## src/rtl/mem_arbiter.sv

```systemverilog
// Byte-serial sequencer for the single RAM port, shared by instruction fetch and the MEM stage.
// Splits accesses into little-endian byte cycles, then assembles and extends the read data.
module mem_arbiter #(
    parameter int AddrLen = 32,
    parameter int RegLen  = 32
) (
    input  logic               clk_in,
    input  logic               rst_in,
    input  logic               if_req_i,
    input  logic [AddrLen-1:0] if_addr_i,
    output logic               if_done_o,
    output logic [RegLen-1:0]  if_inst_o,
    input  logic               jump_i,
    input  logic               mem_load_i,
    input  logic               mem_store_i,
    input  logic [AddrLen-1:0] mem_addr_i,
    input  logic [2:0]         mem_funct3_i,
    input  logic [RegLen-1:0]  mem_wdata_i,
    output logic               mem_done_o,
    output logic [RegLen-1:0]  mem_rdata_o,
    input  logic [7:0]         ram_din_i,
    output logic [7:0]         ram_dout_o,
    output logic [AddrLen-1:0] ram_addr_o,
    output logic               ram_wr_o
);
    localparam logic [1:0] S_IDLE  = 2'd0;
    localparam logic [1:0] S_READ  = 2'd1;
    localparam logic [1:0] S_WRITE = 2'd2;
    localparam logic [1:0] S_DONE  = 2'd3;
    localparam logic OWN_IF  = 1'b0;
    localparam logic OWN_MEM = 1'b1;

    logic [1:0]         state_q, state_d;
    logic               owner_q, owner_d;
    logic [AddrLen-1:0] base_q, base_d;
    logic [2:0]         n_q, n_d;
    logic [2:0]         cyc_q, cyc_d;
    logic [2:0]         f3_q, f3_d;
    logic [RegLen-1:0]  wdata_q, wdata_d;
    logic [RegLen-1:0]  buf_q, buf_d;
    logic [AddrLen-1:0] ram_addr_q, ram_addr_d;
    logic [7:0]         ram_dout_q, ram_dout_d;
    logic               ram_wr_q, ram_wr_d;
    logic               if_done_q, if_done_d;
    logic               mem_done_q, mem_done_d;
    logic [RegLen-1:0]  if_inst_q, if_inst_d;
    logic [RegLen-1:0]  mem_rdata_q, mem_rdata_d;

    logic [AddrLen-1:0] next_addr_s;
    logic [RegLen-1:0]  asm_s;
    logic [1:0]         cap_idx_s;
    logic               more_s;
    logic               capture_s;
    logic               last_s;

    function automatic logic [2:0] byte_count(input logic [2:0] f3);
        case (f3[1:0])
            2'b00:   byte_count = 3'd1;
            2'b01:   byte_count = 3'd2;
            default: byte_count = 3'd4;
        endcase
    endfunction

    function automatic logic [RegLen-1:0] extend(input logic [RegLen-1:0] raw, input logic [2:0] f3);
        case (f3)
            3'b000:  extend = {{(RegLen-8){raw[7]}}, raw[7:0]};
            3'b001:  extend = {{(RegLen-16){raw[15]}}, raw[15:0]};
            3'b100:  extend = {{(RegLen-8){1'b0}}, raw[7:0]};
            3'b101:  extend = {{(RegLen-16){1'b0}}, raw[15:0]};
            default: extend = raw;
        endcase
    endfunction

    // Per-cycle address and byte-lane bookkeeping; cyc_q is the index of the current cycle C1..C(n+1).
    always_comb begin
        next_addr_s = base_q + {{(AddrLen-3){1'b0}}, cyc_q};
        more_s      = (cyc_q < n_q);
        capture_s   = (cyc_q >= 3'd2);
        last_s      = (cyc_q == (n_q + 3'd1));
        cap_idx_s   = 2'(cyc_q - 3'd2);
        asm_s       = buf_q;
        if (capture_s) begin
            asm_s[{cap_idx_s, 3'b000} +: 8] = ram_din_i;
        end else begin
            asm_s = buf_q;
        end
    end

    // Arbitration and transaction sequencing.
    always_comb begin
        state_d     = state_q;
        owner_d     = owner_q;
        base_d      = base_q;
        n_d         = n_q;
        cyc_d       = cyc_q;
        f3_d        = f3_q;
        wdata_d     = wdata_q;
        buf_d       = buf_q;
        ram_addr_d  = ram_addr_q;
        ram_dout_d  = ram_dout_q;
        ram_wr_d    = 1'b0;
        if_done_d   = 1'b0;
        mem_done_d  = 1'b0;
        if_inst_d   = if_inst_q;
        mem_rdata_d = mem_rdata_q;
        case (state_q)
            S_IDLE: begin
                if (mem_load_i || mem_store_i) begin
                    owner_d    = OWN_MEM;
                    base_d     = mem_addr_i;
                    n_d        = byte_count(mem_funct3_i);
                    f3_d       = mem_funct3_i;
                    wdata_d    = mem_wdata_i;
                    buf_d      = '0;
                    cyc_d      = 3'd1;
                    ram_addr_d = mem_addr_i;
                    // Both strobes high is illegal; the load takes it.
                    if (mem_load_i) begin
                        state_d = S_READ;
                    end else begin
                        state_d    = S_WRITE;
                        ram_wr_d   = 1'b1;
                        ram_dout_d = mem_wdata_i[7:0];
                    end
                end else if (if_req_i && !jump_i) begin
                    owner_d    = OWN_IF;
                    base_d     = if_addr_i;
                    n_d        = 3'd4;
                    f3_d       = 3'b010;
                    buf_d      = '0;
                    cyc_d      = 3'd1;
                    ram_addr_d = if_addr_i;
                    state_d    = S_READ;
                end else begin
                    state_d = S_IDLE;
                end
            end
            S_READ: begin
                if ((owner_q == OWN_IF) && jump_i) begin
                    state_d = S_IDLE;
                    cyc_d   = 3'd0;
                end else begin
                    buf_d = asm_s;
                    if (more_s) begin
                        ram_addr_d = next_addr_s;
                    end else begin
                        ram_addr_d = ram_addr_q;
                    end
                    if (last_s) begin
                        state_d = S_DONE;
                        cyc_d   = 3'd0;
                        if (owner_q == OWN_MEM) begin
                            mem_done_d  = 1'b1;
                            mem_rdata_d = extend(asm_s, f3_q);
                        end else begin
                            if_done_d = 1'b1;
                            if_inst_d = asm_s;
                        end
                    end else begin
                        cyc_d = cyc_q + 3'd1;
                    end
                end
            end
            S_WRITE: begin
                if (more_s) begin
                    ram_addr_d = next_addr_s;
                    ram_dout_d = wdata_q[{cyc_q[1:0], 3'b000} +: 8];
                    ram_wr_d   = 1'b1;
                    cyc_d      = cyc_q + 3'd1;
                end else begin
                    state_d    = S_DONE;
                    cyc_d      = 3'd0;
                    mem_done_d = 1'b1;
                end
            end
            S_DONE: begin
                state_d = S_IDLE;
            end
            default: begin
                state_d = S_IDLE;
            end
        endcase
    end

    // State and registered outputs.
    always_ff @(posedge clk_in or posedge rst_in) begin
        if (rst_in) begin
            state_q     <= S_IDLE;
            owner_q     <= OWN_IF;
            base_q      <= '0;
            n_q         <= 3'd0;
            cyc_q       <= 3'd0;
            f3_q        <= 3'd0;
            wdata_q     <= '0;
            buf_q       <= '0;
            ram_addr_q  <= '0;
            ram_dout_q  <= 8'd0;
            ram_wr_q    <= 1'b0;
            if_done_q   <= 1'b0;
            mem_done_q  <= 1'b0;
            if_inst_q   <= '0;
            mem_rdata_q <= '0;
        end else begin
            state_q     <= state_d;
            owner_q     <= owner_d;
            base_q      <= base_d;
            n_q         <= n_d;
            cyc_q       <= cyc_d;
            f3_q        <= f3_d;
            wdata_q     <= wdata_d;
            buf_q       <= buf_d;
            ram_addr_q  <= ram_addr_d;
            ram_dout_q  <= ram_dout_d;
            ram_wr_q    <= ram_wr_d;
            if_done_q   <= if_done_d;
            mem_done_q  <= mem_done_d;
            if_inst_q   <= if_inst_d;
            mem_rdata_q <= mem_rdata_d;
        end
    end

    // A redirect in the done cycle must still suppress the fetch completion.
    assign if_done_o   = if_done_q & ~jump_i;
    assign if_inst_o   = if_inst_q;
    assign mem_done_o  = mem_done_q;
    assign mem_rdata_o = mem_rdata_q;
    assign ram_addr_o  = ram_addr_q;
    assign ram_dout_o  = ram_dout_q;
    assign ram_wr_o    = ram_wr_q;
endmodule

```

## config.mk

```make
export PLATFORM = sky130hd
export DESIGN_NAME = mem_arbiter
export DESIGN_NICKNAME = d
export VERILOG_FILES = /design/src/rtl/mem_arbiter.sv
export SDC_FILE = /design/constraint.sdc
export NUM_CORES = 1
export LEC_CHECK = 0
export ABC_AREA = 0
export BUFFER_PORTS_ARGS = -buffer_cell sky130_fd_sc_hd__buf_2
export CORE_MARGIN = 8
export CORE_UTILIZATION = 45
export CTS_CLUSTER_SIZE = 20
export DETAILED_ROUTE_END_ITERATION = 10
export GPL_TIMING_DRIVEN = 0
export PLACE_DENSITY_LB_ADDON = 0.15
export SYNTH_ARGS = -nofsm -noshare
export SYNTH_HDL_FRONTEND = slang
export SYNTH_SLANG_ARGS = --single-unit
export TNS_END_PERCENT = 100
```

## constraint.sdc

```tcl
create_clock -name clk_in -period 18.7 [get_ports clk_in]
set_input_delay 3.74 -clock clk_in [delete_from_list [all_inputs] [get_ports clk_in]]
set_output_delay 3.74 -clock clk_in [all_outputs]
set_load 0.01 [all_outputs]
```

==> summary.txt <==
Timing
  • Headroom to the max-slew limit: approximately 11%
  • Final Hold Vio Count: 0
  • Slew Viols, Final: 0
  • Final setup violation count: 0
  • F_max: roughly 130 MHz
  • Slew @ Worst Pin: 1.32 ns
  • Hold slack: 0.466 ns
  • Period utilization: 42.1%
  • Minimum clock period: 7.88 ns
  • Unrepaired setup endpoints after global routing: false
  • Skew final: slightly below 0.007 ns
  • Setup TNS: 0 ns

CTS
  • CTS tree: done
  • Post-cts sizing count: 0
  • Hold Buf Count CTS: 0
  • Post-CTS setup repair buffer count: 0
  • Clk_lat worst skew: 0.52 ns
  • Sink Count: 215
  • Root Driver: clkbuf_16
  • Num CTS Buffers: 24
  • CTS clk-pin slew, worst paths: around 0.06 ns
  • Depth of the CTS H-tree: 1
  • CTS max path bufs: 3

Synthesis
  • Yosys warnings: 0
  • Commonest register cell after synthesis: dfrtp_1
  • Yosys top cell area share: 51.2%
  • Ys async rst share: between 90% and 100%
  • Synth area leader: dfrtp_1
  • Cell area after synthesis: roughly 11000 sq um
  • Register area share after synthesis: 51.2%
  • Syn Inst Count: around 1100
  • Mapped Nets: between 1000 and 1500
  • Synthesized area per cell: 9.69 sq um
  • Yosys reg bits: 215
  • Unique masters post-synth: between 60 and 70
  • EDFF count, synth: 0
  • Area contributors post-synth: dfrtp_1 (51%), nand2_1 (8.2%), o21ai_0 (4.7%), a21oi_1 (4.2%), mux2i_1 (3.8%)

Critical path
  • R2R Setup Slk: 14.34 ns
  • Required time of the critical path: 14.96 ns
  • CP Cell Sequence: buf_2 > nor2b_1 > buf_2
  • Crit Path Max Fanout: 5
  • Worst Path Arrival: between 4 and 5 ns
  • CP max stage delay: ~0.15 ns
  • Slowest CP cell: buf_2
  • CP endpoint kind: primary output
  • Setup CP Type: primary input to primary output
  • Worst setup SP type: primary input
  • Most used cell, CP: buf_2

Floorplanning
  • Rows: 56
  • Die Wd: ~170 um
  • Core Region: 23200 sq um
  • Total die area: 28500 sq um
  • Die Y: 169 um
  • IO Count: 220
  • Initial Util: between 40% and 50%

Place
  • Buffers on Ports: around 220
  • Detailed Place HPWL: 22.8 mm
  • Gp weighted congestion: 0.843

Status
  • Outcome: finished clean

Power
  • Clk pwr share: a little over a fifth
  • PwrDens: 172 nW/um^2
  • Max VDD drop: about 0.000097 V
  • Combinational power share: 43.5%
  • Static leakage: between 0.006 and 0.007 uW
  • Pint: 1290 uW
  • Sequential share of power: a little over a third
  • Switch Pwr: 911 uW
  • Switching part of the total: 41.3%

Routing
  • WL per Instance: roughly 19 um
  • First-pass DRT Iterations: 5
  • Detail Route Antenna Nets: 0
  • DR DRC count: 0
  • Iteration-0 DRC Markers: 568
  • Vias: 9024
  • Drt total wl: roughly 31 mm
  • Number of vias per cell: 5.41

Cells and area
  • Layout overhead on the synthesized area: 22.1%
  • Share of layout cells above drive strength 1: 23.8%
  • Commonest non-fill, non-tap cell in the layout: nand2_1
  • Commonest non-fill, non-tap cells in the layout: nand2_1 (230), buf_2 (227), dfrtp_1 (215)
  • Fin nets: 1461

Global routing
  • Largest net degree at the start of global routing: ~120
  • Total GRT Usage: 22.3%
  • Vias in the first global route: 9438
  • First-pass GRT wire length: 51.3 mm
  • GRT Residual Overflow: 0
  • Initial antenna violation count: 4

Min path
  • Hold WC Path Type: flop to flop

Flow run
  • # Max-Cap Violations: 0
-- worst paths after layout --
| check | from | to | depth (start not counted) |
|---|---|---|---|
| setup / recovery | jump_i | if_done_o | 3 |
| hold / removal | mem_rdata_o[8] | mem_rdata_o[8] | 2 |
| setup reg to reg | cyc_q[1] | mem_rdata_o[24] | 10 |
| hold reg to reg | mem_rdata_o[8] | mem_rdata_o[8] | 2 |
| max in group asynchronous | rst_in | base_q[31] | 3 |
| min in group asynchronous | rst_in | wdata_q[15] | 2 |
-- metal layers --
metal | wire (um) | vias to the layer above | part of all wire [%] | track usage, %
li1 | - | 4315 | - | -
met1 | 14200 | 4376 | 45 | 30.0
met2 | 14400 | 285 | 46 | 35.9
met3 | 2290 | 42 | 7.3 | 4.96
met4 | 569 | 6 | 1.8 | 5.51
met5 | 32 | - | 0.10 | 0
-- worst max-delay path: cells and delay by family --
family / cells / cell delay [ns]
buffers and inverters: 2 / 0.29
and+or+nand+nor: 1 / 0.11
-- cell families after synthesis --
kind of cell    after synthesis  share of synthesized area, %
mux                          78                          8.74
simple gates                401                          17.3
flops                       215                          51.2
compound gates              273                          15.7
fa+ha+maj                    18                          2.22
buf+inv                      82                          3.24
xor+xnor                     17                          1.56
-- power groups by stage --
stage	registers (uW)	logic [uW]	clock network [uW]
floorplan	793	590	0
finish	768	959	478
global route	791	1080	503
global placement	770	950	0
detailed placement	773	965	0
CTS	767	969	484
-- cell usage after synthesis, types with 3 or more instances --
master / instances
nand2b_1: 5
and4_1: 6
buf_4: 4
o2111ai_1: 3
a21o_1: 11
a31o_2: 5
mux2i_1: 40
mux2_2: 30
inv_1: 12
a31oi_1: 3
a211oi_1: 4
xor2_1: 5
mux4_2: 8
dfrtp_1: 215
nor2_1: 53
a221o_1: 4
xnor2_1: 11
or4_1: 3
nor4_1: 4
nor3_1: 12
o21ai_0: 99
o31ai_1: 5
and2_1: 6
a21oi_1: 89
or3_1: 3
a22o_1: 33
buf_2: 8
nand3_1: 26
buf_1: 4
clkbuf_1: 52
nand4_1: 13
o21a_1: 3
nand2_1: 230
ha_1: 17
and3_1: 10
nor2b_1: 15
-- registers in the layout (all words and copies together) (netlist names) --
name,flops
owner_q,1
ram_addr_o,32
if_done_q,1
ram_wr_o,1
mem_rdata_o,32
ram_dout_o,8
cyc_q,3
mem_done_o,1
buf_q,32
wdata_q,32
state_q,2
n_q,3
f3_q,3
if_inst_o,32
base_q,32
-- area by class of cell --
class	instances	area [sq um]
Clock buffer	35	703
Multi-Input combinational cell	787	4780
Sequential cell	215	5380
Clock inverter	7	85.1
Buffer	69	292
Timing Repair Buffer	220	1120
Inverter	13	56.3
Fill cell	2221	10400
Tap cell	319	399
Antenna cell	2	5.00
-- stage by stage --
| step | cells | total power [uW] | instance area [sq um] | util (%) | setup WS (ns) |
|---|---|---|---|---|---|
| floorplan | 1084 | 1380 | 10500 | - | 9.08 |
| global placement | 1622 | 1720 | 12000 | 51.7 | 6.43 |
| detailed placement | 1623 | 1740 | 12000 | 51.9 | 10.81 |
| CTS | 1665 | 2220 | 12800 | 55.3 | 10.81 |
| global route | 1666 | 2380 | 12800 | 55.3 | 10.79 |
| finish | 1667 | 2200 | 12800 | 55.3 | 10.82 |
No activity file was read; power rests on OpenSTA's default activity.
